$ cat config.mk
export PLATFORM = sky130hd
export DESIGN_NAME = mvmul_engine_flat
export DESIGN_NICKNAME = d
export VERILOG_FILES = /design/src/rtl/mvmul_pkg.sv /design/src/rtl/mvmul_if.sv /design/src/rtl/mvmul_mac.sv /design/src/rtl/mvmul_engine.sv /design/src/flat_wrapper.sv
export SDC_FILE = /design/constraint.sdc
export NUM_CORES = 1
export LEC_CHECK = 0
export CAP_MARGIN = 15
export CORE_MARGIN = 8
export CORE_UTILIZATION = 60
export CTS_BUF_LIST = sky130_fd_sc_hd__clkbuf_4
export CTS_CLUSTER_DIAMETER = 100
export CTS_CLUSTER_SIZE = 14
export DETAILED_ROUTE_END_ITERATION = 8
export PLACE_DENSITY = 0.77
export SYNTH_ARGS = -nofsm -noshare
export SYNTH_HDL_FRONTEND = slang
export SYNTH_SLANG_ARGS = --single-unit
$ cat constraint.sdc
create_clock -name clk -period 16.6 [get_ports clk]
set_clock_uncertainty 0.2 [all_clocks]
set_input_delay 3.32 -clock clk [delete_from_list [all_inputs] [get_ports clk]]
set_output_delay 3.32 -clock clk [all_outputs]
set_load 0.03 [all_outputs]
$ cat src/rtl/mvmul_pkg.sv
`default_nettype none
// ============================================================================
// mvmul_pkg : shared types and constants for the matrix-vector multiply engine
// Revision  : 1.0
// ============================================================================
package mvmul_pkg;

    localparam int DATA_W_DEF  = 32;
    localparam int ADDR_W_DEF  = 5;
    localparam int FLUSH_DEPTH = 2;

    typedef enum logic [2:0] {
        S_IDLE   = 3'd0,
        S_RUN    = 3'd1,
        S_DRAIN  = 3'd2,
        S_WRITE  = 3'd3,
        S_FLUSH1 = 3'd4,
        S_FLUSH2 = 3'd5,
        S_DONE   = 3'd6
    } mvmul_state_t;

endpackage
`default_nettype wire

$ cat src/rtl/mvmul_if.sv
`default_nettype none
// ============================================================================
// mvmul_if : RAM-side bus of the engine (two read ports, one write port)
// Revision : 1.0
// ============================================================================
interface mvmul_if
    import mvmul_pkg::*;
#(
    parameter int ADDR_W = ADDR_W_DEF,
    parameter int DATA_W = DATA_W_DEF
);
    logic [ADDR_W-1:0] raddr_0;
    logic [DATA_W-1:0] rdata_0;
    logic [ADDR_W-1:0] raddr_1;
    logic [DATA_W-1:0] rdata_1;
    logic [ADDR_W-1:0] waddr_0;
    logic [DATA_W-1:0] wdata_0;
    logic              wen_0;

    modport master (
        output raddr_0, raddr_1, waddr_0, wdata_0, wen_0,
        input  rdata_0, rdata_1
    );

    modport slave (
        input  raddr_0, raddr_1, waddr_0, wdata_0, wen_0,
        output rdata_0, rdata_1
    );
endinterface
`default_nettype wire

$ cat src/rtl/mvmul_mac.sv
`default_nettype none
// ============================================================================
// mvmul_mac : registered multiply-accumulate, products and sum wrap mod 2^DATA_W
// Revision  : 1.0
// ============================================================================
module mvmul_mac
    import mvmul_pkg::*;
#(
    parameter int DATA_W = DATA_W_DEF
) (
    input  wire logic              clk,
    input  wire logic              rst,
    input  wire logic              clear,
    input  wire logic              en,
    input  wire logic [DATA_W-1:0] a,
    input  wire logic [DATA_W-1:0] b,
    output logic      [DATA_W-1:0] acc
);
    logic [DATA_W-1:0] r_acc;
    logic [DATA_W-1:0] w_prod;

    assign w_prod = a * b;
    assign acc    = r_acc;

    always_ff @(posedge clk or posedge rst) begin
        if (rst) begin
            r_acc <= '0;
        end else if (clear) begin
            r_acc <= '0;
        end else if (en) begin
            r_acc <= r_acc + w_prod;
        end
    end
endmodule
`default_nettype wire

$ cat src/rtl/mvmul_engine.sv
`default_nettype none
// ============================================================================
// mvmul_engine : y = A*x over a shared RAM; A, x read, y written back
// Revision     : 1.0
// ============================================================================
module mvmul_engine
    import mvmul_pkg::*;
#(
    parameter int ROWS   = 3,
    parameter int COLS   = 3,
    parameter int ADDR_W = ADDR_W_DEF,
    parameter int DATA_W = DATA_W_DEF,
    parameter int A_BASE = 0,
    parameter int X_BASE = 9,
    parameter int Y_BASE = 12
) (
    input  wire logic clk,
    input  wire logic rst,
    input  wire logic start,
    mvmul_if.master   bus,
    output logic      busy,
    output logic      valid
);
    localparam int R_W = (ROWS > 1) ? $clog2(ROWS) : 1;
    localparam int C_W = (COLS > 1) ? $clog2(COLS) : 1;
    localparam logic [R_W-1:0] ROW_LAST = R_W'(ROWS - 1);
    localparam logic [C_W-1:0] COL_LAST = C_W'(COLS - 1);

    mvmul_state_t      r_state, w_state_nxt;
    logic [R_W-1:0]    r_row, w_row_nxt;
    logic [C_W-1:0]    r_col, w_col_nxt;
    logic              r_valid;
    logic              w_clear, w_acc_en;
    logic [DATA_W-1:0] w_acc;
    logic [ADDR_W-1:0] w_a_idx, w_x_idx, w_y_idx;

    assign w_a_idx = ADDR_W'(A_BASE) + ADDR_W'(r_row) * ADDR_W'(COLS) + ADDR_W'(r_col);
    assign w_x_idx = ADDR_W'(X_BASE) + ADDR_W'(r_col);
    assign w_y_idx = ADDR_W'(Y_BASE) + ADDR_W'(r_row);
    assign valid   = r_valid;

    always_ff @(posedge clk or posedge rst) begin
        if (rst) begin
            r_state <= S_IDLE;
            r_row   <= '0;
            r_col   <= '0;
            r_valid <= 1'b0;
        end else begin
            r_state <= w_state_nxt;
            r_row   <= w_row_nxt;
            r_col   <= w_col_nxt;
            // Rises one edge after DONE is reached; an accepted start clears it.
            r_valid <= (r_state == S_DONE) && !start;
        end
    end

    always_comb begin
        w_state_nxt = r_state;
        w_row_nxt   = r_row;
        w_col_nxt   = r_col;
        w_clear     = 1'b0;
        w_acc_en    = 1'b0;
        busy        = 1'b1;
        bus.raddr_0 = '0;
        bus.raddr_1 = '0;
        bus.waddr_0 = '0;
        bus.wdata_0 = '0;
        bus.wen_0   = 1'b0;
        case (r_state)
            S_IDLE, S_DONE: begin
                busy = 1'b0;
                if (start) begin
                    w_state_nxt = S_RUN;
                    w_row_nxt   = '0;
                    w_col_nxt   = '0;
                end
            end
            S_RUN: begin
                bus.raddr_0 = w_a_idx;
                bus.raddr_1 = w_x_idx;
                // Column 0 has no read in flight yet, so it restarts the sum.
                w_clear     = (r_col == '0);
                w_acc_en    = (r_col != '0);
                if (r_col == COL_LAST) begin
                    w_state_nxt = S_DRAIN;
                end else begin
                    w_col_nxt = r_col + 1'b1;
                end
            end
            S_DRAIN: begin
                w_acc_en    = 1'b1;
                w_state_nxt = S_WRITE;
            end
            S_WRITE: begin
                bus.wen_0   = 1'b1;
                bus.waddr_0 = w_y_idx;
                bus.wdata_0 = w_acc;
                if (r_row == ROW_LAST) begin
                    w_state_nxt = S_FLUSH1;
                end else begin
                    w_row_nxt   = r_row + 1'b1;
                    w_col_nxt   = '0;
                    w_state_nxt = S_RUN;
                end
            end
            S_FLUSH1: w_state_nxt = S_FLUSH2;
            S_FLUSH2: w_state_nxt = S_DONE;
            default: begin
                busy        = 1'b0;
                w_state_nxt = S_IDLE;
            end
        endcase
    end

    mvmul_mac #(
        .DATA_W (DATA_W)
    ) u_mac (
        .clk   (clk),
        .rst   (rst),
        .clear (w_clear),
        .en    (w_acc_en),
        .a     (bus.rdata_0),
        .b     (bus.rdata_1),
        .acc   (w_acc)
    );
endmodule
`default_nettype wire
$ cat src/flat_wrapper.sv
// flat-port wrapper written by rule: the top's interface ports become plain ports
module mvmul_engine_flat import mvmul_pkg::*;
#(
    parameter int ROWS   = 3,
    parameter int COLS   = 3,
    parameter int ADDR_W = ADDR_W_DEF,
    parameter int DATA_W = DATA_W_DEF,
    parameter int A_BASE = 0,
    parameter int X_BASE = 9,
    parameter int Y_BASE = 12
)
  (clk, rst, start, busy, valid, bus_raddr_0, bus_raddr_1, bus_waddr_0, bus_wdata_0, bus_wen_0, bus_rdata_0, bus_rdata_1);
  mvmul_if #(.ADDR_W(ADDR_W), .DATA_W(DATA_W)) bus_i ();
  input  wire logic clk;
  input  wire logic rst;
  input  wire logic start;
  output logic busy;
  output logic valid;
  output wire logic [$bits(bus_i.raddr_0)-1:0] bus_raddr_0;
  output wire logic [$bits(bus_i.raddr_1)-1:0] bus_raddr_1;
  output wire logic [$bits(bus_i.waddr_0)-1:0] bus_waddr_0;
  output wire logic [$bits(bus_i.wdata_0)-1:0] bus_wdata_0;
  output wire logic [$bits(bus_i.wen_0)-1:0] bus_wen_0;
  input wire logic [$bits(bus_i.rdata_0)-1:0] bus_rdata_0;
  input wire logic [$bits(bus_i.rdata_1)-1:0] bus_rdata_1;
  assign bus_raddr_0 = bus_i.raddr_0;
  assign bus_raddr_1 = bus_i.raddr_1;
  assign bus_waddr_0 = bus_i.waddr_0;
  assign bus_wdata_0 = bus_i.wdata_0;
  assign bus_wen_0 = bus_i.wen_0;
  assign bus_i.rdata_0 = bus_rdata_0;
  assign bus_i.rdata_1 = bus_rdata_1;
  mvmul_engine #(.ROWS(ROWS), .COLS(COLS), .ADDR_W(ADDR_W), .DATA_W(DATA_W), .A_BASE(A_BASE), .X_BASE(X_BASE), .Y_BASE(Y_BASE)) u_core (.clk(clk), .rst(rst), .start(start), .bus(bus_i), .busy(busy), .valid(valid));
endmodule
Word level (Yosys, flattened, before mapping)
Cells that the tools add are included.
{ "word_totals": {"register_bits": 40, "in_bits": 67, "n_memories": 0, "latch_bits": 0, "mem_bits_ro": 0, "ramBits": 0} }
{ "op_classes": {"shifts": 0, "bitwise_logic": 0, "n_eq_ne": 12, "mux": 20, "div_mod_pow": 0, "n_reduce_logical": 13, "n_mul": 2, "n_addsub": 6, "n_lt_le_gt_ge": 0} }
{ "op_table": {"columns": ["operator", "count"], "rows": [
  ["2-to-1 mux 32 bit", 3],
  ["adder 32 bit", 1],
  ["multiplier 32 x 32 -> 32 bit", 1],
  ["case mux 3 bit (6 select lines)", 1],
  ["2-to-1 mux 5 bit", 3],
  ["adder 4 x 2 -> 5 bit, first input constant", 2],
  ["== test 3 bit, second input constant", 3],
  ["2-to-1 mux 3 bit", 3],
  ["2-to-1 mux 2 bit", 4],
  ["== test 3 x 2 -> 1 bit, second input constant", 2],
  ["!= test 2 bit, second input constant", 3],
  ["case mux 2 bit (3 select lines)", 1],
  ["nonzero test 2 bit", 3],
  ["adder 4 x 2 -> 5 bit", 1],
  ["OR reduction 5 bit", 1],
  ["adder 2 x 1 -> 2 bit, second input constant", 2],
  ["== test 2 bit, second input constant", 2],
  ["multiplier 2 x 2 -> 4 bit, second input constant", 1],
  ["case mux 2 bit (2 select lines)", 1],
  ["AND reduction 4 bit", 1],
  ["== test 3 x 1 -> 1 bit, second input constant", 1],
  ["logical NOT 3 bit", 1],
  ["2-to-1 mux 1 bit", 3],
  ["AND reduction 3 bit", 1],
  ["other kinds (8)", 8]
]} }

Logic depth before layout (Yosys ltp)
Gate-level depths: netlist of the first run.
{ "depth": {"depth_word": 4, "depth_mapped": 30, "depth_no_buf": 27} }

By module
Synthesis of the first run repeated with hierarchy kept, for this count alone.
{ "unflattened": {"cells_unflattened": 2091, "area_unflattened_um2": 18908.1} }
{ "by_module_without_submodules": {"columns": ["mod", "instances", "seq_area_each_um2", "cells_each", "area_each_um2"], "rows": [
  ["mvmul_mac", 1, 800.8, 1982, 18011.0],
  ["mvmul_engine", 1, 200.2, 109, 897.1]
]} }

Worst setup path after synthesis of the first run
No wires, ideal clock.
{ "synth_path": {"kind": "in2reg", "start": "input bus_rdata_0[12]", "end": "register u_core.u_mac.r_acc[31], in the netlist u_core.u_mac.acc[31]", "cell_stages": 28, "n_path_buf": 3, "required_time_ps": 16278, "path_slack_ps": 6285, "arrival_time_ps": 9993, "path_cell_list": "clkbuf_1 > clkbuf_1 > and2_1 > fa_1 > fa_1 > fa_1 > inv_1 > fa_1 > inv_1 > fa_1 > inv_1 > fa_1 > inv_1 > fa_1 > inv_1 > fa_1 > inv_1 > ha_1 > clkbuf_1 > nand2_1 > a2bb2oi_1 > a21oi_1 > nor2_1 > o211ai_2 > o211ai_2 > o311a_1 > or3_1 > a32o_1"} }
{ "synth_between": {"elab_chain_len": 4} }
{ "synth_lines": {"columns": ["element", "line", "text"], "rows": [
  ["from (decl)", "flat_wrapper.sv:24", "input wire logic [$bits(bus_i.rdata_0)-1:0] bus_rdata_0;"],
  ["multiplier 32 x 32 -> 32 bit", "mvmul_mac.sv:22", "assign w_prod = a * b;"],
  ["adder 32 bit", "mvmul_mac.sv:31", "r_acc <= r_acc + w_prod;"],
  ["2-to-1 mux 32 bit", "mvmul_mac.sv:30", "end else if (en) begin"],
  ["2-to-1 mux 32 bit", "mvmul_mac.sv:28", "end else if (clear) begin"],
  ["to (signal assigned)", "mvmul_mac.sv:31", null],
  ["to (decl)", "mvmul_mac.sv:19", "logic [DATA_W-1:0] r_acc;"]
]} }
No other way between the ends. The select of a mux whose other input is x is not followed.
A chain may end at the register's enable or synchronous reset.

Worst setup path in the final report of the first run
{ "layout_path": {"start": "input bus_rdata_1[7]", "end": "register u_core.u_mac.r_acc[31], in the netlist u_core.u_mac.acc[31]"} }
{ "layout_between": {"elab_chain_len": 4} }
{ "layout_lines": {"columns": ["element", "line", "text"], "rows": [
  ["from (decl)", "flat_wrapper.sv:25", "input wire logic [$bits(bus_i.rdata_1)-1:0] bus_rdata_1;"],
  ["multiplier 32 x 32 -> 32 bit", "mvmul_mac.sv:22", null],
  ["adder 32 bit", "mvmul_mac.sv:31", null],
  ["2-to-1 mux 32 bit", "mvmul_mac.sv:30", null],
  ["2-to-1 mux 32 bit", "mvmul_mac.sv:28", null]
]} }
No other way between the ends. The select of a mux whose other input is x is not followed.

==> results_dict.tcl, run 1 <==
set metrics [dict create \
    synth_area_leader_cell "fa_1" \
    hold_buffers 0 \
    routabilityCongestion 0.9026 \
    tritoncts "yes" \
    cts_sinks 40 \
    netlist_top_cells_area "fa_1 47%, and2_1 11%, inv_1 10%" \
    clk_root_buffer_cell "clkbuf_4" \
    maxCapViolations 0 \
    grt_max_degree 41 \
    fp.dieW_microns 192.8 \
    clk_latency_ns 0.40 \
    die_y_microns 192.8 \
    final_antenna_net_count 0 \
    rsz0062_at_grt "false" \
    io_pins 117 \
    hpwl_microns 39090 \
    layout.nets 2741 \
    drive_gt1_share_pct 2.043 \
    fin_util_pct 65.90 \
    vias_per_cell 5.551 \
    cts.clk_slew.worst_paths_ns 0.14 \
    setup_violations 0 \
    drt_iter0_markers 844 \
    placed_area_sq_um 20160 \
    synth_seq_cells 40 \
    overflow 0 \
    core_sq_um 30670 \
    fin_cells 2501 \
    design_area_sq_um 20210 \
    hp-class "flop to flop" \
    worstPathArrival_ns 11.18 \
    drv_slew 0 \
    htreeDepth 2 \
    ys_seq_area_share_pct 5.335 \
    period_share_pct 66.88 \
    cts_setup_buffers 0 \
    synthCells 2068 \
    rows 64 \
    synth_edf_count 0 \
    yosys_warnings 0 \
    die_area_sq_um 37180 \
    path_class "primary input to flop" \
    first_pass_iters 5 \
    ys_types 54 \
    antenna_cells 0 \
    crit_path_start_kind "primary input" \
    area_growth_pct 7.729 \
    async_reset_ff_share_pct 100.0 \
    min_period_ns 11.10 \
    initial_core_util_pct 61.17 \
    max_freq_mhz 90.07 \
    setup_tns_ns 0 \
    dp_cells 2493 \
    grt_pass1_vias 15574 \
    grt_pass1_wl_microns 82100 \
    critPathMaxFanout 25 \
    drc 0 \
    outcome "complete, no violations" \
    cts_buffer_depth 2 \
    detail_route.wl_per_cell_microns 19.57 \
    critPathCaptureType "flop" \
    relSlewSlack_pct 20.68 \
    syn_avg_cell_area_sq_um 9.072 \
    syn_area_sq_um 18760 \
    antenna_found_initial 1 \
    grt_use_total_pct 28.22 \
    port_buffers 113 \
    crit_required_ns 16.68 \
    synth-main-ff-cell "dfrtp_1" \
    via_count 13882 \
    layout_commonest_cell "inv_1" \
    cts_buffers 5 \
    synth_top_area_share_pct 46.95 \
    layout_common_cells "503 x inv_1, 440 x fa_1, 334 x and2_1" \
    routed_wl_microns 48960 \
    tightest_slew_ns 1.186 \
    timing_hold_violations_final 0 \
    cts.repair.resized 0 \
]
per-stage QoR:
stage          worst slack (ns)  hold slack (ns)
3_3_place_gp              5.363           0.2782
3_5_place_dp              5.217           0.2817
5_1_grt                   5.247           0.3186
6_report                  5.498           0.3029
4_1_cts                   5.604           0.3101
2_1_floorplan             6.285           0.2658
registers in the layout (all words and copies together) (netlist names):
name and count:
u_core.valid 1, u_core.r_state 3, u_core.r_row 2, u_core.u_mac.acc 32, u_core.r_col 2
kinds of logic after synthesis:
| kind of cell | after synthesis | share of synthesized area, % |
|---|---|---|
| buffers and inverters | 618 | 12.46 |
| DFF | 40 | 5.335 |
| and+or+nand+nor | 634 | 17.88 |
| other | 1 | 0.01999 |
| adders and majority gates | 570 | 55.62 |
| AOI/OAI and AO/OA | 118 | 4.608 |
| xor gates and xnor gates | 85 | 3.968 |
| muxes | 2 | 0.1067 |
path summary, 6_finish.rpt:
path	slack [ns]	startpoint	end	depth (start not counted)
min reg2reg	0.30	u_core.u_mac.acc[7]$_DFFE_PP0P_	u_core.u_mac.acc[7]$_DFFE_PP0P_	1
max reg2reg	9.36	u_core.u_mac.acc[18]$_DFFE_PP0P_	u_core.u_mac.acc[31]$_DFFE_PP0P_	24
min in group asynchronous	3.15	rst	u_core.u_mac.acc[9]$_DFFE_PP0P_	3
max in group asynchronous	12.62	rst	u_core.u_mac.acc[1]$_DFFE_PP0P_	3
min	0.30	u_core.u_mac.acc[7]$_DFFE_PP0P_	u_core.u_mac.acc[7]$_DFFE_PP0P_	1
max	5.50	bus_rdata_1[7]	u_core.u_mac.acc[31]$_DFFE_PP0P_	26
Yosys cell counts (all sizes together) (2+ instances only):
cell type,n
nand3b,2
xnor2,68
nor2,17
fa,440
nand2b,3
nand4,4
o31ai,2
a22o,29
inv,505
ha,130
buf,7
a211oi,4
o21ai,22
nor2b,4
xor2,17
nand3,3
mux2i,2
o21a,7
clkbuf,105
o41ai,2
a21oi,25
nor4,21
o22ai,3
nor3,7
nor3b,3
and3,2
or3,3
and2,334
dfrtp,40
o21bai,3
a21o,8
a32o,3
o211ai,4
nand2,228
critical path, cell delays in order:
cell	delay (ns)
clkdlybuf4s50_1	1.26
and2_1	0.27
fa_1	0.44
fa_1	0.50
fa_1	0.55
inv_1	0.06
fa_1	0.47
inv_1	0.05
fa_1	0.49
inv_1	0.05
fa_1	0.53
inv_1	0.05
fa_1	0.48
inv_1	0.05
fa_1	0.52
inv_1	0.05
ha_1	0.41
nand2_1	0.09
a2bb2oi_1	0.15
a21oi_1	0.13
nor2_1	0.08
o211ai_2	0.07
o211ai_2	0.15
o311a_1	0.38
or3_1	0.31
a32o_1	0.27
routing by layer:
layer	routed length (microns)	global-route usage, %	up-vias
met5	0	0	-
met4	1590	8.079	0
met3	3480	4.843	111
met2	23480	46.34	567
met1	20400	38.17	7145
li1	-	-	6059
final cells by class:
| class | count | area, sq um |
|---|---|---|
| fill | 2513 | 10460 |
| clock buffer | 5 | 37.54 |
| sequential | 40 | 1001 |
| tap | 396 | 495.5 |
| inverter | 506 | 1899 |
| clock inverter | 3 | 13.76 |
| multi-input combinational | 1412 | 15440 |
| timing repair buffer | 139 | 1326 |
Power of run 1 is left out: the tool's default activity adds up to more than one toggle a clock period on the data nets, which glitch-free logic cannot reach.
==> run 2: changes to the inputs <==
Clock period 16.6 ns to 10.7 ns, I/O delays scaled along.
==> run 2 against run 1 <==
Register-to-register slack got worse by 5.9 ns; worst setup slack got worse by 4.4 ns; sequential share of layout area barely moved.
==> results_dict.tcl, run 2 (same netlist as run 1, synthesis figures left out) <==
set metrics [dict create \
    outcome "complete, no violations" \
    period_share_pct 89.33 \
    routed_wl_microns 50420 \
    antenna_found_initial 1 \
    worstPathArrival_ns 9.67 \
    cts_setup_buffers 0 \
    drive_gt1_share_pct 2.737 \
    drc 0 \
    path_class "primary input to flop" \
    clk_root_buffer_cell "clkbuf_4" \
    area_growth_pct 8.416 \
    grt_use_total_pct 28.86 \
    clk_latency_ns 0.39 \
    largest_reg_flops 32 \
    routabilityCongestion 0.9468 \
    critPathCaptureType "flop" \
    crit_path_start_kind "primary input" \
    cts_buffer_depth 2 \
    grt_max_degree 41 \
    grt_pass1_wl_microns 82660 \
    max_freq_mhz 104.6 \
    overflow 0 \
    layout.nets 2756 \
    hpwl_microns 43160 \
    setup_tns_ns 0 \
    timing_hold_violations_final 0 \
    port_buffers 113 \
    cts.repair.resized 0 \
    maxCapViolations 0 \
    die_area_sq_um 37180 \
    rows 64 \
    io_pins 117 \
    vias_per_cell 5.520 \
    critPathMaxFanout 14 \
    tritoncts "yes" \
    grt_pass1_vias 15280 \
    rsz0062_at_grt "false" \
    crit_required_ns 10.81 \
    die_y_microns 192.8 \
    drv_slew 0 \
    hp-class "flop to flop" \
    drt_iter0_markers 966 \
    via_count 13895 \
    fp.dieW_microns 192.8 \
    cts_sinks 40 \
    detail_route.wl_per_cell_microns 20.03 \
    first_pass_iters 5 \
    cts_buffers 5 \
    htreeDepth 2 \
    layout_commonest_cell "inv_1" \
    tightest_slew_ns 1.096 \
    core_sq_um 30670 \
    final_antenna_net_count 0 \
    relSlewSlack_pct 26.94 \
    setup_violations 0 \
    min_period_ns 9.558 \
    layout_common_cells "503 x inv_1, 440 x fa_1, 334 x and2_1" \
    cts.clk_slew.worst_paths_ns 0.14 \
    initial_core_util_pct 61.17 \
    hold_buffers 0 \
]
==> run 2: changes by cell type in the layout (fill, tap and decap cells not counted), sizes merged <==
cell      delta
clkinvlp     +1
diode        +2
buf         +15
clkinv       -2
==> run 2: layout make-up <==
| cell class | count | area [sq um] |
|---|---|---|
| Multi-Input combinational cell | 1412 | 15440 |
| Tap cell | 396 | 495.5 |
| Fill cell | 2506 | 10330 |
| Clock inverter | 2 | 12.51 |
| Timing Repair Buffer | 154 | 1451 |
| Sequential cell | 40 | 1001 |
| Clock buffer | 5 | 37.54 |
| Inverter | 506 | 1899 |
| Antenna cell | 2 | 5.005 |
==> run 2: layer usage <==
| metal | track usage (%) | part of all wire (%) | vias up |
|---|---|---|---|
| li1 | - | - | 6099 |
| met1 | 40.65 | 42 | 7111 |
| met2 | 44.83 | 46 | 609 |
| met3 | 6.578 | 9.2 | 76 |
| met4 | 7.168 | 2.7 | 0 |
| met5 | 0 | 0 | - |
==> run 2: final timing paths <==
path                                                  start                               end  slack [ns]  depth (start not counted)
max                                          bus_rdata_1[6]  u_core.u_mac.acc[30]$_DFFE_PP0P_        1.14                         25
min                         u_core.u_mac.acc[7]$_DFFE_PP0P_   u_core.u_mac.acc[7]$_DFFE_PP0P_        0.31                          1
max reg2reg                u_core.u_mac.acc[18]$_DFFE_PP0P_  u_core.u_mac.acc[31]$_DFFE_PP0P_        3.48                         24
min reg2reg                 u_core.u_mac.acc[7]$_DFFE_PP0P_   u_core.u_mac.acc[7]$_DFFE_PP0P_        0.31                          1
max in group asynchronous                               rst  u_core.u_mac.acc[13]$_DFFE_PP0P_        7.93                          3
min in group asynchronous                               rst   u_core.u_mac.acc[3]$_DFFE_PP0P_        1.98                          3
==> run 2: per-stage QoR <==
step	setup WS [ns]	cell area (sq um)	util, %	std cells	hold WS (ns)
finish	1.142	20340	66.32	2517	0.3075
detailed placement	0.7263	20290	66.14	2508	0.2811
global placement	0.8821	20290	66.14	2508	0.2774
floorplan	1.565	18770	-	2070	0.2658
CTS	1.133	20340	66.31	2515	0.3122
global route	0.8286	20340	66.31	2516	0.3328
==> run 2: critical path, cell delays in order <==
cell and delay [ns]:
clkdlybuf4s50_1 0.91, buf_4 0.32, and2_1 0.17, fa_1 0.44
fa_1 0.49, fa_1 0.52, inv_1 0.05, fa_1 0.48
inv_1 0.06, fa_1 0.48, fa_1 0.54, fa_1 0.50
inv_1 0.06, fa_1 0.48, inv_1 0.04, ha_1 0.37
a21o_1 0.19, a21o_1 0.17, a21oi_1 0.22, o21ai_0 0.16
a21oi_1 0.17, o41ai_1 0.13, o31ai_1 0.31, nand4b_1 0.14
o211ai_1 0.13
Power of run 2 is left out for the same reason.
==> run 3: changes to the inputs <==
Settings changed: PLACE_DENSITY 0.77 to 0.92.
==> run 3 against run 2 <==
Global-route usage rose by 0.42 points; worst setup slack got worse by 0.20 ns; first-iteration DRC count rose by 32%; sequential share of layout area barely moved; design area barely moved; clock-buffer cell count did not move; routed wire length rose by 2.4%; worst hold slack improved by 0.0058 ns; sequential cell count did not move; fmax fell by 2.1%; via count rose by 3.5%.
==> results_dict.tcl, run 3 (same netlist as run 1, synthesis figures left out) <==
set metrics [dict create \
    outcome "complete, no violations" \
    hold_buffers 0 \
    cts.repair.resized 0 \
    cp_slowest_stage_delay_ns 1.07 \
    area_growth_pct 8.390 \
    hpwl_microns 43560 \
    setup_tns_ns 0 \
    hp-class "flop to flop" \
    critPathCaptureType "flop" \
    cts.clk_slew.worst_paths_ns 0.15 \
    cts_sinks 40 \
    fin_util_pct 66.31 \
    via_count 14380 \
    routabilityCongestion 0.9975 \
    hp-start "u_core.u_mac.acc[13]$_DFFE_PP0P_" \
    cts_buffer_depth 2 \
    clk_latency_ns 0.37 \
    htreeDepth 2 \
    detail_route.wl_per_cell_microns 20.54 \
    setup_violations 0 \
    antenna_cells 0 \
    io_pins 117 \
    multi_input_comb_area_sq_um 15440 \
    grt_pass1_vias 16348 \
    max_freq_mhz 102.5 \
    clk_root_buffer_cell "clkbuf_4" \
    tritoncts "yes" \
    timing_hold_violations_final 0 \
    relSlewSlack_pct 20.75 \
    grt_use_total_pct 29.28 \
    tightest_slew_ns 1.185 \
    layout_commonest_cell "inv_1" \
    cts_buffers 5 \
    drt_iter0_markers 1278 \
    min_period_ns 9.760 \
    top_layer "met5" \
    layout_common_cells "503 x inv_1, 440 x fa_1, 334 x and2_1" \
    r2r_cells 24 \
    die_area_sq_um 37180 \
    rows 64 \
    timing.rr.end "u_core.u_mac.acc[31]$_DFFE_PP0P_" \
    worst_slack_ns 0.9404 \
    port_buffers 113 \
    drc 0 \
    overflow 0 \
    path_class "primary input to flop" \
    worstPathArrival_ns 9.86 \
    fillCellCount 2265 \
    rr_startpoint "u_core.u_mac.acc[17]$_DFFE_PP0P_" \
    maxCapViolations 0 \
    regArea_sq_um 1001 \
    pre_cts_ws_ns 0.6432 \
    crit_required_ns 10.80 \
    critPathSlowestCell "clkdlybuf4s50_1" \
    layout.nets 2753 \
    fp.dieW_microns 192.8 \
    final_antenna_net_count 0 \
    hold_path_end "u_core.u_mac.acc[13]$_DFFE_PP0P_" \
    met1_length_microns 18880 \
    rsz0062_at_grt "false" \
    period_share_pct 91.21 \
    cts_setup_buffers 0 \
    drive_gt1_share_pct 2.645 \
    die_y_microns 192.8 \
    dr_wl_met2_microns 24700 \
    reg2reg_slack_ns 3.49 \
    initial_core_util_pct 61.17 \
    vias_per_cell 5.722 \
    first_pass_iters 6 \
    drv_slew 0 \
    core_sq_um 30670 \
    grt_max_degree 41 \
    critPathMaxFanout 20 \
    crit_path_start_kind "primary input" \
    holdPathStages 1 \
    routed_wl_microns 51620 \
    crit_top_cell "fa_1" \
    grt_pass1_wl_microns 85160 \
    largest_reg_flops 32 \
    route.met3.wl_microns 5582 \
    antenna_found_initial 1 \
]
==> run 3: worst max path at each step <==
stage | from | end | slack (ns) | depth (start not counted)
2_1_floorplan | bus_rdata_0[12] | u_core.u_mac.acc[31]$_DFFE_PP0P_ | 1.57 | 28
3_3_place_gp | bus_rdata_1[5] | u_core.u_mac.acc[31]$_DFFE_PP0P_ | 0.81 | 24
3_5_place_dp | bus_rdata_1[4] | u_core.u_mac.acc[31]$_DFFE_PP0P_ | 0.64 | 26
4_1_cts | bus_rdata_1[4] | u_core.u_mac.acc[31]$_DFFE_PP0P_ | 1.01 | 26
5_1_grt | bus_rdata_1[4] | u_core.u_mac.acc[30]$_DFFE_PP0P_ | 0.70 | 25
6_report | bus_rdata_1[4] | u_core.u_mac.acc[30]$_DFFE_PP0P_ | 0.94 | 25
==> run 3: through the flow <==
step	cell area, sq um	instances	hold slack, ns
after CTS	20340	2513	0.3133
after detailed placement	20250	2505	0.2811
after global placement	20250	2505	0.2757
after global routing	20340	2513	0.3223
after floorplan	18770	2070	0.2658
final	20340	2513	0.3133
==> run 3: metal layers <==
| metal | track usage, % | vias to the layer above |
|---|---|---|
| li1 | - | 6094 |
| met1 | 37.43 | 7240 |
| met2 | 47.85 | 866 |
| met3 | 6.361 | 178 |
| met4 | 12.10 | 2 |
| met5 | 0 | - |
==> run 3: worst max-delay path: cells and delay by family <==
kind,cells,cell delay [ns]
compound gates,7,1.92
simple gates,3,0.38
fa+ha+maj,9,3.85
buf+inv,6,1.58
==> run 3: cell type report <==
class | count | share of cell area, %
inverter | 506 | 9.340
clock buffer | 5 | 0.1846
multi-input combinational | 1412 | 75.92
timing repair buffer | 151 | 6.965
tap | 396 | 2.436
clock inverter | 3 | 0.2338
sequential | 40 | 4.922
Power of run 3 is left out for the same reason.
